`config.mk`:
```
export PLATFORM = sky130hd
export DESIGN_NAME = load_store_unit_flat
export DESIGN_NICKNAME = d
export VERILOG_FILES = /design/src/rtl/load_store_unit_if.sv /design/src/rtl/load_store_unit.sv /design/src/flat_wrapper.sv
export SDC_FILE = /design/constraint.sdc
export NUM_CORES = 1
export LEC_CHECK = 0
export BUFFER_PORTS_ARGS = -buffer_cell sky130_fd_sc_hd__buf_2
export CELL_PAD_IN_SITES_DETAIL_PLACEMENT = 0
export CELL_PAD_IN_SITES_GLOBAL_PLACEMENT = 2
export CORE_MARGIN = 10
export CORE_UTILIZATION = 36
export CTS_BUF_LIST = sky130_fd_sc_hd__clkbuf_8
export DETAILED_ROUTE_END_ITERATION = 8
export GPL_TIMING_DRIVEN = 0
export PLACE_DENSITY = 0.85
export SLEW_MARGIN = 0
export SYNTH_ARGS = -nofsm -noshare
export SYNTH_HDL_FRONTEND = slang
export SYNTH_SLANG_ARGS = --single-unit
```
`constraint.sdc`:
```
create_clock -name clk -period 5.1 [get_ports clk]
set_input_delay 0 -clock clk [delete_from_list [all_inputs] [get_ports clk]]
set_output_delay 0 -clock clk [all_outputs]
set_load 0.05 [all_outputs]
```
`src/rtl/load_store_unit_if.sv`:
```
// Request/response and data_memory bus bundle for the load/store unit.
//   slave  : load_store_unit view (receives requests, drives the memory bus)
//   master : requester/memory view (drives requests and read data)
// Signals:
//   req_valid/req_ready      request handshake
//   req_we/req_size          store enable, access size (00 byte, 01 half, 10 word)
//   req_unsigned             load zero-extension select
//   req_addr/req_wdata       byte address, right-aligned store data
//   resp_valid               one-cycle completion pulse
//   resp_rdata               extended load data
//   resp_misaligned          access rejected
//   mem_read/mem_write       data_memory strobes
//   mem_addr                 word-aligned memory address
//   mem_wdata/mem_rdata      memory write and read data
interface load_store_unit_if #(
  parameter int ADDR_WIDTH = 32
);
  logic                  req_valid;
  logic                  req_ready;
  logic                  req_we;
  logic [1:0]            req_size;
  logic                  req_unsigned;
  logic [ADDR_WIDTH-1:0] req_addr;
  logic [31:0]           req_wdata;
  logic                  resp_valid;
  logic [31:0]           resp_rdata;
  logic                  resp_misaligned;
  logic                  mem_read;
  logic                  mem_write;
  logic [ADDR_WIDTH-1:0] mem_addr;
  logic [31:0]           mem_wdata;
  logic [31:0]           mem_rdata;

  modport slave (
    input  req_valid, req_we, req_size, req_unsigned, req_addr, req_wdata, mem_rdata,
    output req_ready, resp_valid, resp_rdata, resp_misaligned,
           mem_read, mem_write, mem_addr, mem_wdata
  );

  modport master (
    output req_valid, req_we, req_size, req_unsigned, req_addr, req_wdata, mem_rdata,
    input  req_ready, resp_valid, resp_rdata, resp_misaligned,
           mem_read, mem_write, mem_addr, mem_wdata
  );
endinterface

```
`src/rtl/load_store_unit.sv`:
```
// Load/store unit between the execute stage and a word-only data_memory.
// Adds byte/halfword access: sub-word stores are read-modify-write, sub-word
// loads are sign- or zero-extended. Misaligned accesses are rejected without
// any memory traffic.
// Ports:
//   clk   system clock, rising edge
//   rst_n asynchronous active-low reset
//   bus   load_store_unit_if.slave (request handshake, response, memory bus)
module load_store_unit #(
  parameter int ADDR_WIDTH = 32
) (
  input logic               clk,
  input logic               rst_n,
  load_store_unit_if.slave  bus
);

  typedef enum logic [2:0] {IDLE, RD, CAP, WR, RESP, ERR} state_t;

  state_t state, state_nxt;

  logic                  ready_en;
  logic                  accept;
  logic                  misaligned;
  logic                  we_p0;
  logic [1:0]            size_p0;
  logic                  uns_p0;
  logic [1:0]            lane_p0;
  logic [15:0]           wdata_p0;
  logic [31:0]           rdata_p1;
  logic [ADDR_WIDTH-1:0] mem_addr_r;
  logic [31:0]           mem_wdata_r;

  // Select the addressed byte/half lane and extend it to 32 bits.
  function automatic logic [31:0] load_extend(input logic [31:0] word,
                                              input logic [1:0]  size,
                                              input logic [1:0]  lane,
                                              input logic        uns);
    logic signed [7:0]  b_s;
    logic signed [15:0] h_s;
    logic signed [31:0] ext;
    case (lane)
      2'd0:    b_s = word[7:0];
      2'd1:    b_s = word[15:8];
      2'd2:    b_s = word[23:16];
      default: b_s = word[31:24];
    endcase
    h_s = lane[1] ? word[31:16] : word[15:0];
    case (size)
      2'b00:   ext = uns ? 32'($unsigned(b_s)) : 32'(b_s);
      2'b01:   ext = uns ? 32'($unsigned(h_s)) : 32'(h_s);
      default: ext = word;
    endcase
    return ext;
  endfunction

  // Replace the target byte/half lanes of the old word with the store data.
  function automatic logic [31:0] store_merge(input logic [31:0] word,
                                              input logic [15:0] wd,
                                              input logic [1:0]  size,
                                              input logic [1:0]  lane);
    logic [31:0] m;
    m = word;
    if (size == 2'b00) begin
      case (lane)
        2'd0:    m[7:0]   = wd[7:0];
        2'd1:    m[15:8]  = wd[7:0];
        2'd2:    m[23:16] = wd[7:0];
        default: m[31:24] = wd[7:0];
      endcase
    end else if (lane[1]) begin
      m[31:16] = wd;
    end else begin
      m[15:0] = wd;
    end
    return m;
  endfunction

  always_comb begin
    case (bus.req_size)
      2'b00:   misaligned = 1'b0;
      2'b01:   misaligned = bus.req_addr[0];
      2'b10:   misaligned = |bus.req_addr[1:0];
      default: misaligned = 1'b1;
    endcase
  end

  // ready_en holds req_ready low until the first edge after reset release.
  assign bus.req_ready = (state == IDLE) && ready_en;
  assign accept        = bus.req_valid && bus.req_ready;

  always_ff @(posedge clk or negedge rst_n) begin
    if (!rst_n) begin
      state    <= IDLE;
      ready_en <= 1'b0;
    end else begin
      state    <= state_nxt;
      ready_en <= 1'b1;
    end
  end

  always_comb begin
    state_nxt = state;
    case (state)
      IDLE: begin
        if (accept) begin
          if (misaligned)                             state_nxt = ERR;
          else if (bus.req_we && bus.req_size == 2'b10) state_nxt = WR;
          else                                        state_nxt = RD;
        end
      end
      RD:      state_nxt = CAP;
      CAP:     state_nxt = we_p0 ? WR : RESP;
      WR:      state_nxt = RESP;
      RESP:    state_nxt = IDLE;
      ERR:     state_nxt = IDLE;
      default: state_nxt = IDLE;
    endcase
  end

  // Stage p0: request fields latched at acceptance.
  always_ff @(posedge clk) begin
    if (accept) begin
      we_p0    <= bus.req_we;
      size_p0  <= bus.req_size;
      uns_p0   <= bus.req_unsigned;
      lane_p0  <= bus.req_addr[1:0];
      wdata_p0 <= bus.req_wdata[15:0];
    end
  end

  // Stage p1: memory word captured at the end of CAP, so both combinational
  // and one-cycle registered memories are covered.
  always_ff @(posedge clk) begin
    if (state == CAP) rdata_p1 <= bus.mem_rdata;
  end

  // Memory-facing address/data registers hold their last value when idle.
  always_ff @(posedge clk or negedge rst_n) begin
    if (!rst_n) begin
      mem_addr_r  <= '0;
      mem_wdata_r <= '0;
    end else begin
      if (accept && !misaligned) begin
        mem_addr_r <= {bus.req_addr[ADDR_WIDTH-1:2], 2'b00};
        if (bus.req_we && bus.req_size == 2'b10) mem_wdata_r <= bus.req_wdata;
      end
      if (state == CAP && we_p0)
        mem_wdata_r <= store_merge(bus.mem_rdata, wdata_p0, size_p0, lane_p0);
    end
  end

  always_comb begin
    bus.mem_read        = (state == RD) || (state == CAP);
    bus.mem_write       = (state == WR);
    bus.resp_valid      = (state == RESP) || (state == ERR);
    bus.resp_misaligned = (state == ERR);
    bus.resp_rdata      = '0;
    if (state == RESP && !we_p0)
      bus.resp_rdata = load_extend(rdata_p1, size_p0, lane_p0, uns_p0);
  end

  assign bus.mem_addr  = mem_addr_r;
  assign bus.mem_wdata = mem_wdata_r;

endmodule
```
`src/flat_wrapper.sv`:
```
// flat-port wrapper written by rule: the top's interface ports become plain ports
module load_store_unit_flat 
#(
  parameter int ADDR_WIDTH = 32
)
  (clk, rst_n, bus_req_valid, bus_req_we, bus_req_size, bus_req_unsigned, bus_req_addr, bus_req_wdata, bus_mem_rdata, bus_req_ready, bus_resp_valid, bus_resp_rdata, bus_resp_misaligned, bus_mem_read, bus_mem_write, bus_mem_addr, bus_mem_wdata);
  load_store_unit_if #(.ADDR_WIDTH(ADDR_WIDTH)) bus_i ();
  input logic clk;
  input logic rst_n;
  input wire logic [$bits(bus_i.req_valid)-1:0] bus_req_valid;
  input wire logic [$bits(bus_i.req_we)-1:0] bus_req_we;
  input wire logic [$bits(bus_i.req_size)-1:0] bus_req_size;
  input wire logic [$bits(bus_i.req_unsigned)-1:0] bus_req_unsigned;
  input wire logic [$bits(bus_i.req_addr)-1:0] bus_req_addr;
  input wire logic [$bits(bus_i.req_wdata)-1:0] bus_req_wdata;
  input wire logic [$bits(bus_i.mem_rdata)-1:0] bus_mem_rdata;
  output wire logic [$bits(bus_i.req_ready)-1:0] bus_req_ready;
  output wire logic [$bits(bus_i.resp_valid)-1:0] bus_resp_valid;
  output wire logic [$bits(bus_i.resp_rdata)-1:0] bus_resp_rdata;
  output wire logic [$bits(bus_i.resp_misaligned)-1:0] bus_resp_misaligned;
  output wire logic [$bits(bus_i.mem_read)-1:0] bus_mem_read;
  output wire logic [$bits(bus_i.mem_write)-1:0] bus_mem_write;
  output wire logic [$bits(bus_i.mem_addr)-1:0] bus_mem_addr;
  output wire logic [$bits(bus_i.mem_wdata)-1:0] bus_mem_wdata;
  assign bus_i.req_valid = bus_req_valid;
  assign bus_i.req_we = bus_req_we;
  assign bus_i.req_size = bus_req_size;
  assign bus_i.req_unsigned = bus_req_unsigned;
  assign bus_i.req_addr = bus_req_addr;
  assign bus_i.req_wdata = bus_req_wdata;
  assign bus_i.mem_rdata = bus_mem_rdata;
  assign bus_req_ready = bus_i.req_ready;
  assign bus_resp_valid = bus_i.resp_valid;
  assign bus_resp_rdata = bus_i.resp_rdata;
  assign bus_resp_misaligned = bus_i.resp_misaligned;
  assign bus_mem_read = bus_i.mem_read;
  assign bus_mem_write = bus_i.mem_write;
  assign bus_mem_addr = bus_i.mem_addr;
  assign bus_mem_wdata = bus_i.mem_wdata;
  load_store_unit #(.ADDR_WIDTH(ADDR_WIDTH)) u_core (.clk(clk), .rst_n(rst_n), .bus(bus_i));
endmodule
```
==> results by group <==
Power
  • Gate power share: 47.0%
  • Seq pwr share: 33.1%
  • VDD IR max: 0.422 mV
  • Internal cell power: 2.64 mW
  • Switching fraction of total power: 45.3%
  • Power density cells: 557 mW/mm^2
  • Net Switching: 2.18 mW
  • Clock share of power: 20.0%
  • Cell leakage power: 4.16 nW

Global routing
  • Total track usage: 18.3%
  • Met2 usage: 30.5%
  • Met3 Usage GRT: 5.92%
  • Largest net degree at the start of global routing: 67
  • Grt peak-use layer: met2
  • First-pass GRT wire length: 31400 um
  • Initial antenna violation count: 1
  • Met1 Resource Use GR: 22.1%
  • Grt total ovfl: 0
  • Vias in the first global route: 5448

Timing
  • RSZ-0062 raised after global routing: no
  • Peak Freq: 390 MHz
  • Final hold violations: 0
  • Period utilisation layout: 50.3%
  • Fin Setup TNS: 0 ns
  • Final setup viols: 0
  • Worst-margin pin slew: 0.910 ns
  • Final Max Slew Viols: 0
  • Post-layout min period: 2.57 ns
  • Post-route clock skew: 0.0121 ns
  • Max-slew headroom: 39.1%

Floorplanning
  • Die area: 0.0218 mm^2
  • Die X: 148 um
  • Initial Utilization: 36.8%
  • # rows: 46
  • Num ports: 204
  • Core area: 0.0159 mm^2
  • Die height: 148 um

Synthesis
  • Seq/Total Area, Yosys: 55.7%
  • Yosys cell types: 51
  • XOR/XNOR Fraction of Synth Area: 0.149%
  • Share of synthesized area spent on multiplexers: 21.6%
  • Synth Flop Type: dfrtp_1
  • Cells after synthesis: 428
  • Yosys top cell area share: 28.1%
  • Top cells by area, synth: dfrtp_1 28%, edfxtp_1 28%, mux2i_1 11%
  • Cell taking the most area after synthesis: dfrtp_1
  • Largest family of logic cells by synthesized area: multiplexers
  • FFs w/ async S/R, synth: 55.0%
  • Post-Synth Simple-Gate Area: 7.10%
  • Synth Area in Adders: 0%
  • Compound-Gate Fraction of Synth Area: 11.6%
  • Mapped Area: 0.00587 mm^2
  • Yosys reg bits: 120
  • Number of flops mapped to enable cells by yosys: 54
  • Synthesized area per cell: 13.7 um^2
  • YS warnings: 0

Worst setup path
  • Req. time, crit path: 5.10 ns
  • Worst path most repeated cell: clkbuf_1
  • Largest stage delay on the critical path: 0.47 ns
  • Critical Path Start Type: flop
  • Worst path cell trace: buf_6, clkbuf_1, clkbuf_1, a21boi_0, o2bb2ai_1, buf_2
  • Critical path buffers and inverters: 4
  • Critical path's top delay family: buffers and inverters
  • CP Capture Type: primary output
  • Crit path arrival time: 2.57 ns
  • Max FO, Critical Path: 10
  • Slowest cell on crit path: clkbuf_1
  • Setup CP Type: reg2out

CTS
  • CTS max path bufs: 2
  • Skew-Pair Late Insertion Delay: 0.42 ns
  • H-tree depth: 4
  • TritonCTS Sinks: 120
  • Post-cts resize count: 0
  • CTS root buf: clkbuf_8
  • Reg clk slew, reported paths: 0.08 ns
  • Setup Buffers After CTS: 0
  • CTS tree: yes
  • CTS Buf Count: 17
  • CTS Hold Buffers Added: 102

Routing
  • Total Wirelength: 20300 um
  • Final ANT Viol Nets: 0
  • Drt initial violations: 283
  • DR vias: 4925
  • Routed len/inst: 20.6 um
  • DRC viols: 0
  • Post-DR vias/cell: 5.01
  • Pre-antenna DRT Iters: 5

Placed design
  • Cell count after placement: 848
  • RePlAce Congestion: 0.871
  • IO buf count: 201
  • DP Wirelength: 15400 um

Cells and area
  • Layout Cells excl Fill: 983
  • Final net count: 856
  • Layout area overhead: 47.3%
  • Layout cell share with drive strength beyond 1: 40.9%
  • # fillers: 1360

Worst hold path
  • HP Class: in2async

Flow run
  • Max-capacitance violation count: 0

Outcome
  • Status: complete, no violations
through the flow:
step	area, um^2	hold slack [ns]	utilization [%]	worst slack, ns	total power [mW]
2_1_floorplan	5880	-0.296	-	1.72	3.20
3_3_place_gp	7150	0.191	44.9	0.893	3.76
3_5_place_dp	7180	0.166	45.0	2.81	3.81
4_1_cts	8650	0.252	54.2	2.52	4.84
5_1_grt	8650	0.293	54.2	2.33	5.03
6_report	8650	0.240	54.2	2.53	4.82
logic make-up after synthesis:
logic type | after synthesis
DFF | 120
and+or+nand+nor | 81
buffers and inverters | 36
AOI/OAI and AO/OA | 85
xor gates and xnor gates | 1
other | 2
muxes | 103
placed cells by master, fill, tap and decap left out, types with 9 or more instances in the layout:
master | netlist | final
nor2_1 | 18 | 18
buf_2 | 9 | 209
buf_4 | 8 | 9
dlygate4sd3_1 | 0 | 102
mux2i_1 | 66 | 66
mux2_4 | 30 | 30
edfxtp_1 | 54 | 54
dfrtp_1 | 66 | 66
nand2_1 | 39 | 39
clkbuf_8 | 0 | 17
o21ai_0 | 17 | 17
o221ai_1 | 16 | 16
layer usage:
layer / up-vias / routed length, um
met1: 2429 / 8170
li1: 2270 / -
met3: 17 / 1640
met2: 209 / 10200
met4: 0 / 281
met5: - / 0
synthesized netlist by cell type (all sizes together), types with 2 or more instances:
cell	instances
dfrtp	66
mux2i	66
edfxtp	54
nand2	41
mux2	30
buf	23
nor2	21
o21ai	19
o221ai	16
clkbuf	8
o22a	8
mux4	7
o22ai	7
a2111oi	6
a21boi	6
a21oi	6
o2bb2ai	6
inv	5
and2	3
nor2b	3
nor3	3
a211oi	2
conb	2
nor3b	2
o211ai	2
o21a	2
power groups by stage:
stage / Sequential, mW / Clock (mW) / Combinational (mW)
2_1_floorplan: 2.41 / 0 / 0.799
3_3_place_gp: 1.59 / 0 / 2.17
3_5_place_dp: 1.60 / 0 / 2.22
4_1_cts: 1.59 / 0.977 / 2.28
5_1_grt: 1.63 / 1.01 / 2.38
6_report: 1.59 / 0.962 / 2.26
state kept, by name (all words and copies together), names as in the netlist:
register and count:
u_core.state 3, u_core.we_p0 1, u_core.bus.mem_addr 30, u_core.size_p0 2, u_core.rdata_p1 32, u_core.uns_p0 1
u_core.lane_p0 2, u_core.bus.mem_wdata 32, u_core.wdata_p0 16, u_core.ready_en 1
layout make-up:
cell class / count / area, um^2 / share of cell area, %
buffer: 31 / 195 / 2.26
clock buffer: 17 / 234 / 2.71
antenna: 1 / 2.50 / 0.0289
tap: 216 / 270 / 3.12
multi-input combinational: 273 / 2390 / 27.7
inverter: 5 / 18.8 / 0.217
clock inverter: 15 / 209 / 2.42
timing repair buffer: 305 / 2050 / 23.7
sequential: 120 / 3270 / 37.8
final timing paths:
| kind | from | depth (start not counted) | slack, ns | endpoint |
|---|---|---|---|---|
| max | u_core.lane_p0[1] | 6 | 2.53 | bus_resp_rdata[9] |
| min | rst_n | 2 | 0.24 | u_core.bus.mem_wdata[7] |
| max reg2reg | u_core.state[0] | 7 | 2.81 | u_core.bus.mem_addr[3] |
| min reg2reg | u_core.bus.mem_addr[11] | 1 | 0.51 | u_core.bus.mem_addr[11] |
| max in group asynchronous | rst_n | 2 | 4.28 | u_core.bus.mem_wdata[29] |
| min in group clk | bus_req_we | 2 | 0.31 | u_core.we_p0 |
No activity file was read; power rests on OpenSTA's default activity.
